**src/rtl/spi_pkg.sv**
```systemverilog
// Shared types and constants for the SPI register bank.
// FSM state encoding and frame command bit values.
package spi_pkg;

  typedef enum logic [2:0] {
    ST_IDLE,
    ST_CMD,
    ST_ADDR,
    ST_DATA,
    ST_DONE
  } state_e;

  localparam logic CMD_WRITE = 1'b1;
  localparam logic CMD_READ  = 1'b0;

endpackage

```
**src/rtl/spi_sync.sv**
```systemverilog
// Two-flop synchroniser for one asynchronous pin plus a third
// flop for rise/fall detection; RST_VAL is the pin's idle level.
module spi_sync #(
  parameter logic RST_VAL = 1'b0
) (
  input  logic clk,
  input  logic rst,
  input  logic pin_i,
  output logic level_o,
  output logic rise_o,
  output logic fall_o
);

  logic [2:0] sync_q;
  logic [2:0] sync_d;

  assign sync_d = {sync_q[1:0], pin_i};

  always_ff @(posedge clk) begin
    if (rst) begin
      sync_q <= {3{RST_VAL}};
    end else begin
      sync_q <= sync_d;
    end
  end

  assign level_o = sync_q[1];
  assign rise_o  = sync_q[1] & ~sync_q[2];
  assign fall_o  = ~sync_q[1] & sync_q[2];

endmodule

```
**src/rtl/spi_reg_bank.sv**
```systemverilog
// SPI mode-0 slave register bank: R/W bit, address, data frames.
// Define SPI_READBACK_EN to build the read shift path onto CIPO.
module spi_reg_bank
  import spi_pkg::*;
#(
  parameter int NUM_REGS = 5,
  parameter int ADDR_W   = 7,
  parameter int DATA_W   = 8
) (
  input  logic                       clk,
  input  logic                       rst,
  input  logic                       SCLK,
  input  logic                       COPI,
  input  logic                       nCS,
  output logic                       CIPO,
  output logic [NUM_REGS*DATA_W-1:0] regs,
  output logic                       wr_strobe,
  output logic [ADDR_W-1:0]          wr_addr,
  output logic                       frame_err
);

  localparam int F     = 1 + ADDR_W + DATA_W;
  localparam int CNT_W = $clog2(F + 1);
  localparam logic [ADDR_W:0] NREG = (ADDR_W + 1)'(NUM_REGS);

  logic sclk_lvl, sclk_rise, sclk_fall;
  logic copi_lvl, copi_rise, copi_fall;
  logic ncs_lvl, ncs_rise, ncs_fall;

  spi_sync #(.RST_VAL(1'b0)) u_sclk (
    .clk(clk), .rst(rst), .pin_i(SCLK),
    .level_o(sclk_lvl), .rise_o(sclk_rise), .fall_o(sclk_fall)
  );

  spi_sync #(.RST_VAL(1'b0)) u_copi (
    .clk(clk), .rst(rst), .pin_i(COPI),
    .level_o(copi_lvl), .rise_o(copi_rise), .fall_o(copi_fall)
  );

  spi_sync #(.RST_VAL(1'b1)) u_ncs (
    .clk(clk), .rst(rst), .pin_i(nCS),
    .level_o(ncs_lvl), .rise_o(ncs_rise), .fall_o(ncs_fall)
  );

  state_e             state_q, state_d;
  logic [CNT_W-1:0]   cnt_q, cnt_d;
  logic               rw_q, rw_d;
  logic [ADDR_W-1:0]  addr_q, addr_d;
  logic [DATA_W-1:0]  data_q, data_d;
  logic               commit, err;
  logic               addr_ok;

  logic [DATA_W-1:0]  regs_q [NUM_REGS];
  logic               wr_strobe_q;
  logic [ADDR_W-1:0]  wr_addr_q;
  logic               frame_err_q;

  assign addr_ok = {1'b0, addr_q} < NREG;

  always_ff @(posedge clk) begin
    if (rst) begin
      state_q <= ST_IDLE;
      cnt_q   <= '0;
      rw_q    <= CMD_READ;
      addr_q  <= '0;
      data_q  <= '0;
    end else begin
      state_q <= state_d;
      cnt_q   <= cnt_d;
      rw_q    <= rw_d;
      addr_q  <= addr_d;
      data_q  <= data_d;
    end
  end

  // nCS rise takes priority over any SCLK edge seen in the same clk
  always_comb begin
    state_d = state_q;
    cnt_d   = cnt_q;
    rw_d    = rw_q;
    addr_d  = addr_q;
    data_d  = data_q;
    commit  = 1'b0;
    err     = 1'b0;
    if (ncs_rise) begin
      state_d = ST_IDLE;
      cnt_d   = '0;
      unique case (state_q)
        ST_DONE: begin
          if (rw_q == CMD_WRITE) begin
            commit = addr_ok;
            err    = ~addr_ok;
          end
        end
        ST_CMD, ST_ADDR, ST_DATA: err = 1'b1;
        default: ;
      endcase
    end else begin
      unique case (state_q)
        ST_IDLE: begin
          if (ncs_fall) begin
            state_d = ST_CMD;
            cnt_d   = '0;
          end
        end
        ST_CMD: begin
          if (sclk_rise) begin
            rw_d    = copi_lvl;
            addr_d  = '0;
            cnt_d   = cnt_q + 1'b1;
            state_d = ST_ADDR;
          end
        end
        ST_ADDR: begin
          if (sclk_rise) begin
            addr_d = (addr_q << 1) | ADDR_W'(copi_lvl);
            cnt_d  = cnt_q + 1'b1;
            if (cnt_q == CNT_W'(ADDR_W)) begin
              data_d  = '0;
              state_d = ST_DATA;
            end
          end
        end
        ST_DATA: begin
          if (sclk_rise) begin
            data_d = (data_q << 1) | DATA_W'(copi_lvl);
            cnt_d  = cnt_q + 1'b1;
            if (cnt_q == CNT_W'(F - 1)) begin
              state_d = ST_DONE;
            end
          end
        end
        ST_DONE: ;
        default: state_d = ST_IDLE;
      endcase
    end
  end

  always_ff @(posedge clk) begin
    if (rst) begin
      wr_strobe_q <= 1'b0;
      frame_err_q <= 1'b0;
      wr_addr_q   <= '0;
      for (int k = 0; k < NUM_REGS; k++) begin
        regs_q[k] <= '0;
      end
    end else begin
      wr_strobe_q <= commit;
      frame_err_q <= err;
      if (commit) begin
        wr_addr_q <= addr_q;
        for (int k = 0; k < NUM_REGS; k++) begin
          if (addr_q == ADDR_W'(k)) begin
            regs_q[k] <= data_q;
          end
        end
      end
    end
  end

  for (genvar g = 0; g < NUM_REGS; g++) begin : g_regs
    assign regs[g*DATA_W +: DATA_W] = regs_q[g];
  end

  assign wr_strobe = wr_strobe_q;
  assign wr_addr   = wr_addr_q;
  assign frame_err = frame_err_q;

`ifdef SPI_READBACK_EN
  logic [DATA_W-1:0] rd_word;
  logic [DATA_W-1:0] rd_sh_q;
  logic              cipo_q;
  logic              load_rd;

  assign load_rd = (state_q == ST_ADDR) && sclk_rise && !ncs_rise &&
                   (cnt_q == CNT_W'(ADDR_W));

  // Unmatched addresses fall through to zero
  always_comb begin
    rd_word = '0;
    for (int k = 0; k < NUM_REGS; k++) begin
      if (addr_d == ADDR_W'(k)) begin
        rd_word = regs_q[k];
      end
    end
  end

  always_ff @(posedge clk) begin
    if (rst) begin
      rd_sh_q <= '0;
      cipo_q  <= 1'b0;
    end else if (load_rd) begin
      rd_sh_q <= (rw_q == CMD_READ) ? rd_word : '0;
      cipo_q  <= 1'b0;
    end else if ((state_q == ST_DATA) && sclk_fall && !ncs_rise) begin
      cipo_q  <= rd_sh_q[DATA_W-1];
      rd_sh_q <= rd_sh_q << 1;
    end
  end

  assign CIPO = cipo_q && (state_q == ST_DATA) && (rw_q == CMD_READ);
`else
  assign CIPO = 1'b0;
`endif

endmodule

```
**config.mk**
```make
export PLATFORM = sky130hd
export DESIGN_NAME = spi_reg_bank
export DESIGN_NICKNAME = d
export VERILOG_FILES = /design/src/rtl/spi_pkg.sv /design/src/rtl/spi_sync.sv /design/src/rtl/spi_reg_bank.sv
export SDC_FILE = /design/constraint.sdc
export NUM_CORES = 1
export LEC_CHECK = 0
export CAP_MARGIN = 0
export CORE_UTILIZATION = 38
export CTS_BUF_LIST = sky130_fd_sc_hd__clkbuf_4 sky130_fd_sc_hd__clkbuf_8
export DETAILED_ROUTE_END_ITERATION = 16
export SLEW_MARGIN = 20
export SYNTH_ARGS = -nofsm -noshare
export SYNTH_HDL_FRONTEND = slang
export SYNTH_SLANG_ARGS = --single-unit
```
**constraint.sdc**
```tcl
create_clock -name clk -period 2.7 [get_ports clk]
set_input_delay 0.405 -clock clk [delete_from_list [all_inputs] [get_ports clk]]
set_output_delay 0.405 -clock clk [all_outputs]
set_load 0.05 [all_outputs]
```
==> results of run 1 <==
==> logic make-up (layout without fill, tap and decap cells) <==
group                      Yosys count  count (layout)  synth area share, %
AOI/OAI and AO/OA                   38              38                 9.00
xor gates and xnor gates             1               1                0.296
adders and majority gates            2               2                0.845
buffers and inverters               19              84                 3.34
DFF                                 81              81                 68.3
muxes                               10              10                 3.42
other                                1               1                0.127
and+or+nand+nor                     79              79                 14.7
==> where the power goes <==
| group | switching (W) | internal, W |
|---|---|---|
| Clock | 0.000427 | 0.000536 |
| Sequential | 0.0000113 | 0.00132 |
| Combinational | 0.000168 | 0.0000730 |
| Total | 0.000606 | 0.00193 |
==> synthesized netlist by cell type, types with 2 or more instances <==
cell / n
a22o_1: 9
o21ai_0: 5
nand2_1: 25
edfxtp_1: 40
nor3_1: 4
a21oi_1: 10
inv_1: 6
a31oi_1: 2
nand4_1: 2
ha_1: 2
dfxtp_1: 41
mux2i_1: 9
nor2b_1: 8
clkbuf_1: 7
nor4_1: 4
nand3_1: 2
nand2b_1: 4
buf_6: 3
or4_1: 2
nor2_1: 6
a21o_1: 2
or2_2: 2
and2_1: 12
and3_1: 2
==> area by class of cell <==
cell class / instances / area share (%)
Sequential cell: 81 / 52.7
Clock inverter: 6 / 2.35
Multi-Input combinational cell: 131 / 22.1
Inverter: 6 / 0.587
Timing Repair Buffer: 62 / 15.6
Clock buffer: 10 / 3.42
Tap cell: 99 / 3.23
==> metal layers <==
metal / track usage, % / up-vias / share of wire [%]
li1: - / 947 / -
met1: 17.5 / 881 / 47
met2: 22.5 / 57 / 47
met3: 3.03 / 7 / 4.5
met4: 6.85 / 0 / 1.5
met5: 0 / - / 0
==> how the worst max path moves through the flow <==
stage / end
final: regs_q[0][21]
after global routing: regs_q[0][22]
after CTS: regs_q[0][21]
after detailed placement: regs_q[0][18]
after global placement: regs_q[0][18]
after floorplan: regs_q[0][16]
==> metrics by stage <==
stage | cells | setup slack [ns] | instance area (um2) | util (%) | total power, W
after floorplan | 231 | 0.149 | 2960 | - | 0.00153
after global placement | 379 | 0.497 | 3610 | 48.8 | 0.00160
after detailed placement | 379 | 0.503 | 3610 | 48.8 | 0.00160
after CTS | 395 | 0.460 | 3840 | 51.8 | 0.00256
after global routing | 395 | 0.280 | 3840 | 51.8 | 0.00261
final | 395 | 0.491 | 3840 | 51.8 | 0.00254
==> state kept, by name, summed over array words and instances (netlist names) <==
| signal | count |
|---|---|
| regs_q | 40 |
| data_q | 8 |
| addr_q | 7 |
| wr_addr | 7 |
| cnt_q | 5 |
| state_q | 3 |
| u_ncs.sync_q | 3 |
| u_sclk.sync_q | 3 |
| u_copi.sync_q | 2 |
| frame_err | 1 |
| rw_q | 1 |
| wr_strobe | 1 |
==> summary.txt, run 1 <==
Detailed routing
  – Initial drt markers: 93
  – TritonRoute pass-1 iters: 4
  – Wire length per cell: 13.3 um
  – Routed Antenna Nets: 0
  – DR vias: 1,892
  – DRC Markers: 0
  – Drt total wl: 5270 um
  – Via-to-Cell Ratio: 4.79

STA
  – RSZ-0062 raised after global routing: false
  – Slew headroom: 36.8%
  – Period utilisation layout: 81.8%
  – Setup violators final: 0
  – Actual slew at the worst max-slew pin: 0.938 ns
  – Skew final: 0.00858 ns
  – Slew Limit Fails: 0
  – WHS: 0.418 ns
  – Period minus WS final: 2.21 ns
  – Setup TNS: 0 ns
  – Final hold violation count: 0
  – Fmax: 0.453 GHz

Clock tree
  – Clock Latency Late Sink: 0.34 ns
  – Clock Pin Slew Worst Setup and Hold Paths: 0.08 ns
  – Total CTS buffers: 9
  – TritonCTS Sinks: 81
  – Cts hold-fix bufs: 0
  – Root buf cell: clkbuf_8
  – Setup Fix Bufs, Post-CTS: 0
  – CTS resizes: 0
  – H-Tree Depth: 3
  – Max clock buf depth: 2
  – CTS tree: done

Setup path
  – Type of origin of the critical path: flip-flop
  – Critical-path cell list: nand2b_1 > or3_4 > o41ai_2
  – CP Capture Type: flip-flop
  – Critical path depth: 3
  – CP Buf/Inv Count: 0
  – CP delay by family, top: compound AO/OA/AOI/OAI gates
  – Critical path's largest stage delay: 0.83 ns
  – Worst R2R Path Depth: 3
  – Crit Reg-Reg Endpoint: regs_q[0][21]
  – Launch point of the worst path: u_ncs.sync_q[2]
  – Worst path required time: 2.67 ns
  – Reg-to-reg slack, setup: 0.49 ns
  – Critical path type: flip-flop to flip-flop
  – Crit path DAT: 2.18 ns
  – R2r startpoint: u_ncs.sync_q[2]
  – Slowest CP cell: o41ai_2
  – Critical Path Fanout Max: 8

Cells and area
  – Multi-input gate area: 848 um2
  – # diodes: 0
  – Nets: 298
  – Synthesis-to-layout area growth: 29.5%
  – Most common cell after layout, fill and taps aside: clkdlybuf4s50_1
  – # fillers: 662
  – Layout cell share with drive strength beyond 1: 11.1%
  – Reg area: 2020 um2
  – Most frequent cells in the layout: 53 x clkdlybuf4s50_1, 41 x dfxtp_1, 40 x edfxtp_1, 25 x nand2_1, 12 x and2_1

Synth
  – Syn Std Cell Area: 2960 um2
  – Synth Register Bits: 81
  – Yosys warns: 0
  – Average cell area after synthesis: 12.8 um2
  – Post-synthesis cell type count: 46
  – Mapped Nets: 238
  – Post-Synthesis Cells: 231
  – Post-synth top area share: 40.6%
  – Area contributors post-synth: edfxtp_1 41%, dfxtp_1 28%, nand2_1 3.2%
  – Seq/Total Area, Yosys: 68.3%
  – Post-synth EDFFs: 40
  – Dominant cell type by area after synthesis: edfxtp_1
  – Post-synth ARST share: 0%
  – Synth Flop Type: dfxtp_1

Pwr
  – Maximum VDD drop: 279 uV
  – Power Density: 661 nW/um2
  – Leakage: 1.41 nW

Floorplan
  – CORE AREA: 7410 um2
  – Die X: 90.3 um
  – DIE HEIGHT: 90.3 um
  – Initial core utilization: 40.0%
  – Die area: 8150 um2
  – I/O pin total: 55
  – # rows: 31

Placed design
  – I/O Buffers: 53
  – GPL Wtd Cong: 0.762
  – Final HPWL DP: 3700 um

GRT
  – Initial antenna violation count: 0
  – Largest net degree at the start of global routing: 15
  – Total GRT Usage: 13.9%
  – Grt ovf: 0
  – Vias in the first global route: 1,798
  – Global-route wire length before repair: 8780 um

Worst hold path
  – Startpoint of the worst hold path: u_ncs.sync_q[0]
  – Hold depth: 1
  – Hold Path Sink: u_ncs.sync_q[1]
  – Worst hold path class: flip-flop to flip-flop

Job
  – MaxCap Viol Count: 0

Outcome
  – Status: finished clean
No activity file was read; power rests on OpenSTA's default activity.
==> run 2: changes to the inputs <==
- clock period: 2.7 -> 1.83 ns (I/O delays scaled with it)
==> run 2 against run 1 <==
  * Sequential share of layout area is 2.6 points lower
  * Final area rose by 5.3%
  * Core utilization is 2.8 points higher
  * Sequential cell count is the same
==> summary.txt, run 2 (same netlist as run 1, synthesis figures left out) <==
Setup path
  – Worst path required time: 1.56 ns (-1.11 ns)
  – Critical path's largest stage delay: 0.80 ns (-0.03 ns)
  – Slowest CP cell: clkdlybuf4s50_1
  – CP Capture Type: output pin
  – CP Buf/Inv Count: 1 (+1)
  – Critical Path Fanout Max: 2 (-6)
  – CP delay by family, top: buffers and inverters
  – Critical-path cell list: clkdlybuf4s50_1
  – Critical path type: flip-flop to output pin
  – Crit path DAT: 1.50 ns (-0.68 ns)
  – Type of origin of the critical path: flip-flop

Outcome
  – Status: finished clean

Cells and area
  – Layout cell share with drive strength beyond 1: 19.2% (+8.0 points)
  – Nets: 315 (+5.7%)
  – Most frequent cells in the layout: 52 x clkdlybuf4s50_1, 40 x dfxtp_1, 40 x edfxtp_1, 26 x buf_4, 24 x nand2_1
  – Most common cell after layout, fill and taps aside: clkdlybuf4s50_1
  – # diodes: 0 (unchanged)
  – Synthesis-to-layout area growth: 36.5%
  – Largest registers: regs_q (40), data_q (8)
  – Biggest register: regs_q
  – Fin cells: 412 (+4.3%)
  – Max FFs per register: 40 (unchanged)
  – Final Util: 54.6% (+2.8 points)
  – # fillers: 644 (-2.7%)

Detailed routing
  – Drt total wl: 5490 um (+4.2%)
  – TritonRoute pass-1 iters: 4 (unchanged)
  – DR vias: 1,980 (+4.7%)
  – Routed Antenna Nets: 0 (unchanged)
  – DRC Markers: 0 (unchanged)
  – Initial drt markers: 56 (-40%)
  – Wire length per cell: 13.3 um (-0.14%)
  – Via-to-Cell Ratio: 4.81 (+0.33%)

GRT
  – Grt ovf: 0 (unchanged)
  – Global-route wire length before repair: 9350 um (+6.4%)
  – Initial antenna violation count: 0 (unchanged)
  – Vias in the first global route: 1,985 (+10%)
  – Total GRT Usage: 14.6% (+0.71 points)
  – Largest net degree at the start of global routing: 15 (unchanged)

Placed design
  – Final HPWL DP: 3870 um (+4.5%)
  – I/O Buffers: 53 (unchanged)
  – Placed cell count: 395 (+4.2%)
  – GPL Wtd Cong: 0.791 (+3.8%)
  – Pre-CTS setup slack: 0.0514 ns (-0.452 ns)

STA
  – Fmax: 0.564 GHz
  – Skew final: 0.00474 ns (-0.00384 ns)
  – Period utilisation layout: 96.8%
  – Final hold violation count: 0 (unchanged)
  – WHS: 0.419 ns (+0.000645 ns)
  – Setup violators final: 0 (unchanged)
  – Period minus WS final: 1.77 ns
  – Actual slew at the worst max-slew pin: 0.579 ns (-0.359 ns)
  – Slew Limit Fails: 0 (unchanged)
  – Slew headroom: 60.9% (+24 points)
  – Final WS setup: 0.0584 ns (-0.432 ns)

Floorplan
  – CORE AREA: 7410 um2 (unchanged)
  – Initial core utilization: 40.0% (unchanged)
  – DIE HEIGHT: 90.3 um (unchanged)
  – I/O pin total: 55 (unchanged)
  – Die X: 90.3 um (unchanged)
  – Die area: 8150 um2 (unchanged)
  – # rows: 31 (unchanged)

Clock tree
  – Total CTS buffers: 9 (unchanged)
  – Clock Latency Late Sink: 0.34 ns (about the same)
  – Cts hold-fix bufs: 0 (unchanged)
  – CTS tree: done
  – TritonCTS Sinks: 81 (unchanged)
  – H-Tree Depth: 3 (unchanged)
  – Clock Pin Slew Worst Setup and Hold Paths: 0.08 ns (about the same)
  – Root buf cell: clkbuf_8
  – Max clock buf depth: 2 (unchanged)

Pwr
  – Maximum VDD drop: 396 uV (+42%)
  – Leakage: 1.51 nW (+7.3%)
  – Power Density: 943 nW/um2 (+43%)
  – Total power: 0.00381 W (+50%)

Job
  – MaxCap Viol Count: 0 (unchanged)

Worst hold path
  – Worst hold path class: flip-flop to flip-flop
run 2: cell count changes in the layout (fill, tap and decap cells not counted), sizes merged:
cell,before,now
buf,9,27
clkdlybuf4s50,53,52
clkinv,1,2
inv,8,7
run 2: final cells by class:
| cell class | count | area (um2) | area share [%] |
|---|---|---|---|
| well taps | 99 | 124 | 3.07 |
| repair buffers | 79 | 736 | 18.2 |
| multi-input cells | 131 | 908 | 22.5 |
| flip-flops and latches | 81 | 2020 | 50.1 |
| clock inverters | 6 | 90.1 | 2.23 |
| inverters | 6 | 22.5 | 0.557 |
| clock buffers | 10 | 138 | 3.41 |
run 2: repair_timing:
| action | CTS | global route |
|---|---|---|
| buffers inserted | 0 | 1 |
| resized for setup | 0 | 6 |
| setup endpoints to repair | 0 | 70 |
run 2: per-layer routing:
metal | GRT usage, % | vias up | share of wire (%)
li1 | - | 979 | -
met1 | 18.0 | 924 | 45
met2 | 23.8 | 65 | 48
met3 | 4.12 | 12 | 4.9
met4 | 6.45 | 0 | 1.8
met5 | 0 | - | 0
run 2: final timing paths:
check                           cells past startpoint  slack, ns               to            start
worst max-delay path                                1       0.06       wr_addr[1]       wr_addr[1]
worst min-delay path                                1       0.42  u_ncs.sync_q[1]  u_ncs.sync_q[0]
worst max register to register                      4       0.07     regs_q[0][8]       state_q[0]
worst min register to register                      1       0.42  u_ncs.sync_q[1]  u_ncs.sync_q[0]
run 2: report_power, final:
| group | internal (W) | switching, W |
|---|---|---|
| combinational | 0.000130 | 0.000253 |
| sequential | 0.00195 | 0.0000181 |
| clock | 0.000810 | 0.000649 |
| total | 0.00289 | 0.000920 |
run 2: per-stage QoR:
stage	cell area, um2	TNS [ns]
final	4040	0
after global routing	4040	-0.0294
after CTS	4020	0
after detailed placement	3790	0
after global placement	3790	0
after floorplan	3020	-1.81
==> run 3: changes to the inputs <==
- SYNTH_HIERARCHICAL: unset -> 1
==> run 3 against run 2 <==
  * Via count increased by 7.2%
  * Clock skew increased by 0.0035 ns
  * Largest power group unchanged
  * Critical path depth unchanged
  * Sequential power about the same
==> summary.txt, run 3 <==
Outcome
  – Status: finished clean

Pwr
  – Combinational share of power: 12.5% (+2.5 points)
  – Sequential share of power: 52.0% (+0.3 points)
  – Clk pwr share: 35.5% (-2.8 points)
  – P_sw: 0.00105 W (+15%)
  – Power Density: 928 nW/um2 (-1.5%)
  – Switch share: 27.5% (+3.4 points)
  – Internal power: 0.00277 W (-4.0%)
  – Maximum VDD drop: 463 uV (+17%)
  – Leakage: 1.66 nW (+9.6%)

Setup path
  – Crit path DAT: 1.52 ns (+0.02 ns)
  – CP Buf/Inv Count: 1 (unchanged)
  – CP Capture Type: output pin
  – Critical path depth: 1 (unchanged)
  – Critical Path Fanout Max: 1 (-1)
  – Crit Reg-Reg Endpoint: regs_q[0][14]
  – Worst R2R Path Depth: 5 (+1)
  – Worst path required time: 1.56 ns (about the same)
  – Launch point of the worst path: regs_q[0][6]
  – R2r startpoint: addr_q[6]
  – Critical-path cell list: clkdlybuf4s50_1
  – Type of origin of the critical path: flip-flop
  – CP delay by family, top: buffers and inverters
  – Worst Setup EP: regs[6]
  – Reg-to-reg slack, setup: 0.04 ns (-0.03 ns)
  – Critical path's largest stage delay: 0.81 ns (about the same)
  – Critical path type: flip-flop to output pin
  – Slowest CP cell: clkdlybuf4s50_1

STA
  – Slew headroom: 60.0% (-0.88 points)
  – Setup violators final: 0 (unchanged)
  – Final hold violation count: 0 (unchanged)
  – Period minus WS final: 1.79 ns (+0.0208 ns)
  – Final WS setup: 0.0376 ns (-0.0208 ns)
  – Slew Limit Fails: 0 (unchanged)
  – Actual slew at the worst max-slew pin: 0.598 ns (+0.0191 ns)
  – Period utilisation layout: 97.9% (+1.1 points)
  – Fmax: 0.558 GHz (-1.2%)
  – WHS: 0.439 ns (+0.0200 ns)
  – Skew final: 0.00821 ns (+0.00347 ns)
  – RSZ-0062 raised after global routing: true

Synth
  – Average cell area after synthesis: 12.2 um2 (-4.7%)
  – Post-Synthesis Cells: 252 (+9.1%)
  – Mapped Nets: 259 (+8.8%)
  – Yosys warns: 6 (+6)
  – Syn Std Cell Area: 3080 um2 (+4.0%)

Clock tree
  – Max clock buf depth: 2 (unchanged)
  – Root buf cell: clkbuf_8
  – Total CTS buffers: 9 (unchanged)
  – CTS tree: done
  – Cts hold-fix bufs: 0 (unchanged)
  – Clock Latency Late Sink: 0.35 ns (about the same)
  – TritonCTS Sinks: 81 (unchanged)
  – Clock Pin Slew Worst Setup and Hold Paths: 0.09 ns (about the same)
  – H-Tree Depth: 3 (unchanged)

Worst hold path
  – Hold depth: 1 (unchanged)
  – Worst hold path class: flip-flop to flip-flop

Detailed routing
  – Drt total wl: 6090 um (+11%)
  – Wire length per cell: 14.1 um (+5.9%)
  – DRC Markers: 0 (unchanged)
  – DR vias: 2,123 (+7.2%)
  – TritonRoute pass-1 iters: 4 (unchanged)
  – Via-to-Cell Ratio: 4.91 (+2.3%)
  – Initial drt markers: 130 (+130%)
  – Routed Antenna Nets: 0 (unchanged)

Cells and area
  – Most frequent cells in the layout: 41 x clkdlybuf4s50_1, 40 x dfxtp_1, 40 x edfxtp_1, 24 x nand2_1, 20 x nand3_1
  – Layout cell share with drive strength beyond 1: 17.3% (-1.9 points)
  – Synthesis-to-layout area growth: 33.8%
  – # diodes: 0 (unchanged)
  – Largest registers: regs_q (40), data_q (8)
  – Biggest register: regs_q
  – Nets: 332 (+5.4%)
  – Max FFs per register: 40 (unchanged)
  – Most common cell after layout, fill and taps aside: clkdlybuf4s50_1

GRT
  – Vias in the first global route: 1,894 (-4.6%)
  – Initial antenna violation count: 0 (unchanged)
  – Largest net degree at the start of global routing: 25 (+10)
  – Total GRT Usage: 15.4% (+0.79 points)
  – Global-route wire length before repair: 9780 um (+4.6%)
  – Grt ovf: 0 (unchanged)

Job
  – MaxCap Viol Count: 0 (unchanged)

Placed design
  – I/O Buffers: 53 (unchanged)
  – Final HPWL DP: 4380 um (+13%)
  – Pre-CTS setup slack: 0.0115 ns (-0.0400 ns)
  – GPL Wtd Cong: 0.762 (-3.7%)

Floorplan
  – DIE HEIGHT: 92.0 um (+1.9%)
  – I/O pin total: 55 (unchanged)
  – Initial core utilization: 39.7% (-0.32 points)
  – # rows: 32 (+3.2%)
  – CORE AREA: 7770 um2 (+4.8%)
  – Die area: 8470 um2 (+3.9%)
  – Die X: 92.0 um (+1.9%)
run 3: cell types whose count changed in the layout (fill, tap and decap cells not counted), sizes merged, moves of 6 or more:
cell           previous run  this run
nand3                     2        20
clkdlybuf4s50            52        41
dlymetal6s2s              0        11
a22o                      9         0
buf                      27        20
a31oi                     2         8
run 3: area by class of cell:
| class | instances | area [um2] |
|---|---|---|
| clock inverters | 7 | 88.8 |
| repair buffers | 73 | 714 |
| fillers | 723 | 3640 |
| flip-flops and latches | 81 | 2020 |
| inverters | 7 | 26.3 |
| multi-input cells | 153 | 1020 |
| well taps | 102 | 128 |
| clock buffers | 9 | 124 |
run 3: routing by layer:
metal / share of wire (%) / GRT usage (%) / vias to the layer above
met5: 0 / 0 / -
met4: 2.0 / 7.81 / 0
met3: 6.7 / 4.06 / 13
met2: 42 / 21.6 / 73
met1: 49 / 21.7 / 999
li1: - / - / 1038
run 3: how the worst min path moves through the flow:
stage	start	endpoint	slack [ns]
global route	u_sclk/sync_q[0]	u_sclk/sync_q[1]	0.46
finish	u_ncs/sync_q[0]	u_ncs/sync_q[1]	0.44
global placement	u_ncs/sync_q[0]	u_ncs/sync_q[1]	0.40
floorplan	rst	u_copi/sync_q[0]	0.35
CTS	u_ncs/sync_q[0]	u_ncs/sync_q[1]	0.44
detailed placement	u_ncs/sync_q[0]	u_ncs/sync_q[1]	0.41
run 3: repair_timing:
item / in CTS / in global routing
resized for setup: 2 / 20
pin swaps: 0 / 0
endpoints found under the setup margin: 2 / 79
buffers inserted: 0 / 1
run 3: power groups by stage:
stage	Clock [W]	Sequential (W)	Combinational (W)
after floorplan	0	0.00219	0.000183
after global placement	0	0.00203	0.000476
after detailed placement	0	0.00203	0.000477
after CTS	0.00139	0.00199	0.000478
after global routing	0.00146	0.00200	0.000504
final	0.00136	0.00199	0.000479
run 3: through the flow:
| step | total power (W) | setup TNS [ns] | utilization (%) | cells | area [um2] |
|---|---|---|---|---|---|
| 2_1_floorplan | 0.00237 | -0.258 | - | 252 | 3090 |
| 3_3_place_gp | 0.00251 | 0 | 49.3 | 415 | 3830 |
| 3_5_place_dp | 0.00251 | 0 | 49.3 | 415 | 3830 |
| 4_1_cts | 0.00386 | 0 | 52.1 | 431 | 4040 |
| 5_1_grt | 0.00396 | -0.559 | 53.1 | 432 | 4120 |
| 6_report | 0.00383 | 0 | 53.1 | 432 | 4120 |
